[config.mk]
export PLATFORM = sky130hd
export DESIGN_NAME = scratchmem_initiator128
export DESIGN_NICKNAME = d
export VERILOG_FILES = /design/src/rtl/scratchmem_initiator128.sv
export SDC_FILE = /design/constraint.sdc
export NUM_CORES = 1
export LEC_CHECK = 0
export ABC_AREA = 0
export ABC_CLOCK_PERIOD_IN_PS = 3200
export CAP_MARGIN = 20
export CORE_AREA = 3 3 260 262
export CTS_BUF_LIST = sky130_fd_sc_hd__clkbuf_16
export CTS_CLUSTER_DIAMETER = 50
export CTS_CLUSTER_SIZE = 16
export DETAILED_ROUTE_END_ITERATION = 6
export DIE_AREA = 0 0 263 265
export HOLD_SLACK_MARGIN = 0.08
export PLACE_DENSITY = 0.4
export SETUP_SLACK_MARGIN = 0.02
export SYNTH_ARGS = -nofsm -noshare
export SYNTH_HDL_FRONTEND = slang
export SYNTH_SLANG_ARGS = --single-unit
[constraint.sdc]
create_clock -name clk_i -period 3.2 [get_ports clk_i]
set_input_delay 0.64 -clock clk_i [delete_from_list [all_inputs] [get_ports clk_i]]
set_output_delay 0.64 -clock clk_i [all_outputs]
set_load 0.01 [all_outputs]
[src/rtl/scratchmem_initiator128.sv]
// scratchmem_initiator128: 128-bit tid/cid-tagged bus initiator for single-beat
// writes and held-address burst reads, with per-beat ack timeout.
`default_nettype none

module scratchmem_initiator128 #(
    parameter logic [3:0] CID     = 4'd1,
    parameter logic [7:0] TIMEOUT = 8'd64
) (
    input  logic         clk_i,
    input  logic         rst_i,

    input  logic         cmd_valid_i,
    output logic         cmd_ready_o,
    input  logic         cmd_we_i,
    input  logic         cmd_cfg_i,
    input  logic [31:0]  cmd_adr_i,
    input  logic [5:0]   cmd_blen_i,

    input  logic         wdat_valid_i,
    output logic         wdat_ready_o,
    input  logic [127:0] wdat_i,
    input  logic [15:0]  wsel_i,

    output logic         rdat_valid_o,
    output logic [127:0] rdat_o,
    output logic         rdat_last_o,

    output logic         done_o,
    output logic         err_o,

    output logic         cs_ram_o,
    output logic         cs_config_o,
    output logic         cyc_o,
    output logic         stb_o,
    output logic         we_o,
    output logic [15:0]  sel_o,
    output logic [31:0]  adr_o,
    output logic [127:0] dat_o,
    output logic [5:0]   blen_o,
    output logic [2:0]   cti_o,
    output logic [7:0]   tid_o,
    output logic [3:0]   cid_o,

    input  logic         ack_i,
    input  logic [127:0] dat_i,
    input  logic [7:0]   tid_i,
    input  logic [3:0]   cid_i
);

    localparam logic [2:0] S_IDLE  = 3'd0;
    localparam logic [2:0] S_WLOAD = 3'd1;
    localparam logic [2:0] S_REQ   = 3'd2;
    localparam logic [2:0] S_GAP   = 3'd3;
    localparam logic [2:0] S_DONE  = 3'd4;

    logic [2:0]   state;
    logic         we_r;
    logic         cfg_r;
    logic [31:0]  adr_r;
    logic [5:0]   blen_r;
    logic [7:0]   tid_r;
    logic [7:0]   tid_cnt;
    logic [5:0]   beat;
    logic [7:0]   timer;
    logic         err_r;
    logic [127:0] dat_r;
    logic [15:0]  sel_r;

    logic in_req;
    logic in_cyc;
    logic ack_ok;
    logic last_beat;

    assign in_req    = (state == S_REQ);
    assign in_cyc    = (state == S_WLOAD) || (state == S_REQ) || (state == S_GAP);
    assign ack_ok    = in_req && ack_i && (tid_i == tid_r) && (cid_i == CID);
    assign last_beat = (beat == blen_r);

    always_ff @(posedge clk_i) begin
        if (!rst_i) begin
            state   <= S_IDLE;
            we_r    <= 1'b0;
            cfg_r   <= 1'b0;
            adr_r   <= 32'd0;
            blen_r  <= 6'd0;
            tid_r   <= 8'd0;
            tid_cnt <= 8'd0;
            beat    <= 6'd0;
            timer   <= 8'd0;
            err_r   <= 1'b0;
            dat_r   <= 128'd0;
            sel_r   <= 16'd0;
        end else begin
            case (state)
                S_IDLE: begin
                    if (cmd_valid_i) begin
                        we_r    <= cmd_we_i;
                        cfg_r   <= cmd_cfg_i;
                        adr_r   <= cmd_adr_i & 32'hFFFF_FFF0;
                        blen_r  <= cmd_blen_i;
                        tid_r   <= tid_cnt;
                        tid_cnt <= tid_cnt + 8'd1;
                        beat    <= 6'd0;
                        timer   <= 8'd0;
                        err_r   <= 1'b0;
                        state   <= cmd_we_i ? S_WLOAD : S_REQ;
                    end
                end
                S_WLOAD: begin
                    if (wdat_valid_i) begin
                        dat_r <= wdat_i;
                        sel_r <= wsel_i;
                        timer <= 8'd0;
                        state <= S_REQ;
                    end
                end
                S_REQ: begin
                    // A valid ack takes priority over timer expiry on the same cycle.
                    if (ack_ok) begin
                        timer <= 8'd0;
                        if (we_r) begin
                            state <= S_GAP;
                        end else if (last_beat) begin
                            state <= S_DONE;
                        end else begin
                            beat <= beat + 6'd1;
                        end
                    end else if (timer == (TIMEOUT - 8'd1)) begin
                        err_r <= 1'b1;
                        state <= S_DONE;
                    end else begin
                        timer <= timer + 8'd1;
                    end
                end
                S_GAP: begin
                    adr_r <= adr_r + 32'd16;
                    if (last_beat) begin
                        state <= S_DONE;
                    end else begin
                        beat  <= beat + 6'd1;
                        state <= S_WLOAD;
                    end
                end
                S_DONE: begin
                    state <= S_IDLE;
                end
                default: begin
                    state <= S_IDLE;
                end
            endcase
        end
    end

    // Ready is masked while reset is held so no command slips in during reset.
    assign cmd_ready_o  = (state == S_IDLE) && rst_i;
    assign wdat_ready_o = (state == S_WLOAD) && wdat_valid_i;

    assign rdat_valid_o = ack_ok && !we_r;
    assign rdat_o       = rdat_valid_o ? dat_i : 128'd0;
    assign rdat_last_o  = rdat_valid_o && last_beat;

    assign done_o = (state == S_DONE);
    assign err_o  = (state == S_DONE) && err_r;

    assign cyc_o       = in_cyc;
    assign stb_o       = in_req;
    assign cs_ram_o    = in_cyc && !cfg_r;
    assign cs_config_o = in_cyc && cfg_r;
    assign we_o        = in_cyc && we_r;
    assign sel_o       = !in_cyc ? 16'd0 : (we_r ? sel_r : 16'hFFFF);
    assign adr_o       = adr_r;
    assign dat_o       = dat_r;
    assign blen_o      = in_cyc ? blen_r : 6'd0;
    assign cti_o       = (in_cyc && !we_r && (blen_r != 6'd0)) ? 3'b010 : 3'b000;
    assign tid_o       = tid_r;
    assign cid_o       = CID;

endmodule

`default_nettype wire

==> key figures <==
Global routing
  • Initial antenna violation count: 16
  • First-pass GRT wire length: 81860 um
  • Gr usage total: 0.1581
  • Vias in the first global route: around 12000
  • Gr ovfl total: 0
  • Largest net degree at the start of global routing: approximately 150

Floorplan
  • Core area: roughly 66000 um^2
  • Die area: between 60000 and 70000 um^2
  • I/O pin count: 665
  • Die height: ~270 um
  • Row count: 94
  • Initial core utilization: 0.1509
  • Die width: roughly 260 um

Worst setup path
  • Reg2reg end: adr_o[26]
  • Worst-path cell chain: or3b_4 -> nor3_4 -> nand4_1 -> buf_4 -> nor2_4 -> clkbuf_16 -> buf_8 -> clkbuf_16 -> and2_4 -> buf_6
  • Worst path max stage delay: roughly 0.43 ns
  • Setup crit end kind: output port
  • FF-to-FF path depth: 7
  • Slowest library cell on the worst path: or3b_4
  • Cell mode on critical path: clkbuf_16
  • Crit Path Category: flip-flop to output port
  • Reg2Reg Setup Slack: between 0.7 and 0.8 ns
  • Setup crit start kind: flip-flop
  • Reg2Reg Launch Point: adr_o[4]
  • Critical Path RT: between 2 and 3 ns
  • Crit path max fanout: 6
  • Critical Path AT: 2.58 ns

Place
  • RePlAce Congestion: a little over 0.8
  • Placement Cell Area: between 15000 and 20000 um^2
  • Pre-CTS setup slack: -0.5478 ns
  • Post-DP HPWL: 44540 um
  • Number of port buffers: 650
  • Inst Count DP: ~2700

Cells and area
  • Nets: between 2000 and 2500
  • Final cell area excluding filler cells: roughly 20000 um^2
  • Non-filler cells, final: between 2000 and 3000
  • Fraction of layout cells with a size suffix above 1: 0.1981
  • Finished Core Util: 0.2996
  • P&R area growth vs syn: 98.52%

Pwr
  • Pwr Density: 522.1 nW/um^2
  • Combinational Power Share: 0.292
  • Clock power share: 0.398
  • NetSw: between 3 and 4 mW
  • Internal Pwr Total: about 7 mW
  • Static Leak: 7.543 nW
  • Switching part of the total: 0.3254
  • Sequential share of power: 0.310
  • Worst IR Drop VDD: 0.0003296 V

Timing
  • Peak Freq: approximately 0.31 GHz
  • Final Skew: around 0.019 ns
  • RSZ-0062 raised after global routing: true
  • Final worst setup slack: -0.01508 ns
  • Final TNS setup: -0.1816 ns
  • Worst Tran Pin Value: a little over 0.8 ns
  • Tmin final: around 3.2 ns
  • Count of final setup violators: 23
  • Final Hold Vio Count: 0
  • Final Slew Violations: 0
  • Fin crit share: 1.005
  • Max_slew headroom: 0.4582

Synth
  • Post-synthesis cell count: between 1000 and 1500
  • Post-synth EDFFs: 0
  • Cell Area, Synth: just under 10000 um^2
  • Prevailing post-synth register cell: dfxtp_1
  • Synthesis Warnings: 0
  • Avg Inst Size Synth: 7.715 um^2
  • Synth Register Bits: 214
  • FFs w/ async S/R, synth: 0
  • Count of cell types in the netlist: 63
  • Seq/Total Area, Yosys: 0.4325

Min path
  • Hold Crit Class: flip-flop to flip-flop
  • Min-delay src: dat_o[50]
  • Hold Path Cell Cnt: 2
  • Hold EP: dat_o[50]

Routing
  • DRT iter0 DRCs: between 400 and 500
  • Drt via density: just over 4
  • # DRC: 0
  • Antenna-violating nets left: 0
  • Vias: roughly 12000
  • Wire length per cell: approximately 21 um
  • Routed wire length: roughly 59000 um
  • TritonRoute pass-1 iters: 4

Clocking
  • CTS Buf Count: 40
  • Root buffer cell: clkbuf_16
  • Hold_buf cts: 0
  • CTS tree: yes
  • Clk buf depth: 3
  • Worst skew pair latency: around 0.54 ns
  • CTS HTree Levels: 2
  • Clk slew on worst S/H paths: around 0.05 ns
  • Clock sink count: about 210

Flow run
  • Max_cap viols: 0

Outcome
  • Failing checks: negative setup slack
  • Status: finished with violations
## worst max-delay path: cells and delay by family, from the launching register on
kind,cells,cell delay [ns]
flip-flops,1,0.31
buffers and inverters,5,0.75
AND/OR/NAND/NOR,5,0.98
## layout make-up
class / count / area, um^2
Fill cell: 6982 / 45960
Sequential cell: 214 / 4285
Clock buffer: 40 / 1001
Multi-Input combinational cell: 968 / 5539
Timing Repair Buffer: 714 / 7427
Tap cell: 864 / 1081
Inverter: 10 / 41.29
Antenna cell: 3 / 7.507
Clock inverter: 33 / 282.8
## power groups by stage
stage	clock network, mW	logic (mW)	registers (mW)
floorplan	0	1.19	3.27
global placement	0	3.08	3.22
detailed placement	0	3.08	3.23
CTS	4.24	3.09	3.18
global route	4.37	3.29	3.22
finish	4.09	3.00	3.18
## what timing repair did
item / in CTS / in global routing
buffers inserted: 9 / 13
endpoints found under the setup margin: 146 / 142
pin swaps: 1 / 76
cloned: 2 / 9
hold endpoints to repair: 0 / 0
resized for setup: 310 / 499
## cells by family after synthesis
group	Yosys count	share of synthesized area
buffers and inverters	110	0.04724
flip-flops	214	0.4325
AND/OR/NAND/NOR	649	0.3064
other	2	0.0007581
multiplexers	7	0.007452
adder cells (fa/ha/maj)	4	0.005053
AO/OA/AOI/OAI	274	0.1794
XOR/XNOR	24	0.02122
## metrics by stage
stage,hold slack [ns],power [mW]
5_1_grt,0.4697,10.88
6_report,0.4500,10.27
4_1_cts,0.4527,10.51
2_1_floorplan,0.4366,4.463
3_5_place_dp,0.4453,6.317
3_3_place_gp,0.4424,6.306
## worst max path at each step
stage	slack, ns	cells after the start	startpoint	endpoint
2_1_floorplan	0.73	8	state[2]	rdat_o[100]
3_3_place_gp	-0.49	10	tid_i[6]	rdat_o[23]
3_5_place_dp	-0.55	10	tid_i[6]	rdat_o[23]
4_1_cts	-0.41	9	state[2]	rdat_o[90]
5_1_grt	-0.18	10	state[2]	rdat_o[65]
6_report	-0.02	10	state[2]	rdat_o[85]
## routing by layer
layer / GRT usage / vias to the layer above / part of all wire
met2: 0.2887 / 464 / 0.51
li1: - / 5560 / -
met5: 0 / - / 0.0024
met1: 0.1542 / 5345 / 0.34
met3: 0.07305 / 111 / 0.10
met4: 0.06467 / 22 / 0.047
## sequential cells by signal, summed over array words and instances (netlist names)
signal	count
sel_r	16
cfg_r	1
err_r	1
we_r	1
dat_o	128
blen_r	6
state	3
beat	6
tid_o	8
adr_o	28
tid_cnt	8
timer	8
## synth_stat cells, types with 6 or more instances
cell type  count  area share
nand2_1      364        0.14
dfxtp_1      214        0.43
and2_1       149       0.094
a21oi_1      103       0.052
a21boi_0      89       0.067
clkbuf_1      63       0.024
nor2_1        41       0.016
nand3_1       27       0.014
o21a_1        19       0.014
xor2_1        19       0.017
nor3_1        17      0.0086
o21ai_0       16      0.0081
buf_2         14      0.0071
buf_1         13      0.0049
buf_4         10      0.0076
nand4_1        9      0.0057
or3_1          9      0.0057
a31oi_1        8      0.0051
inv_1          7      0.0027
and3_1         6      0.0038
o211ai_1       6      0.0045
## cell usage in the layout, fill, tap and decap left out, drive strengths merged, types with 5 or more instances in the layout
cell,n
a21oi,103
nand3,27
clkinvlp,7
o21a,19
clkdlybuf4s50,488
nand4,10
clkbuf,52
xor2,19
o211ai,6
xnor2,5
nand2,364
a21boi,91
o21ai,19
inv,15
nor2,41
dlygate4sd2,6
nor2b,5
clkinv,18
nor3,18
dlymetal6s2s,23
a31oi,8
and2,149
and3,6
conb,10
buf,182
or3,9
dfxtp,214
No activity file was read; power rests on OpenSTA's default activity.
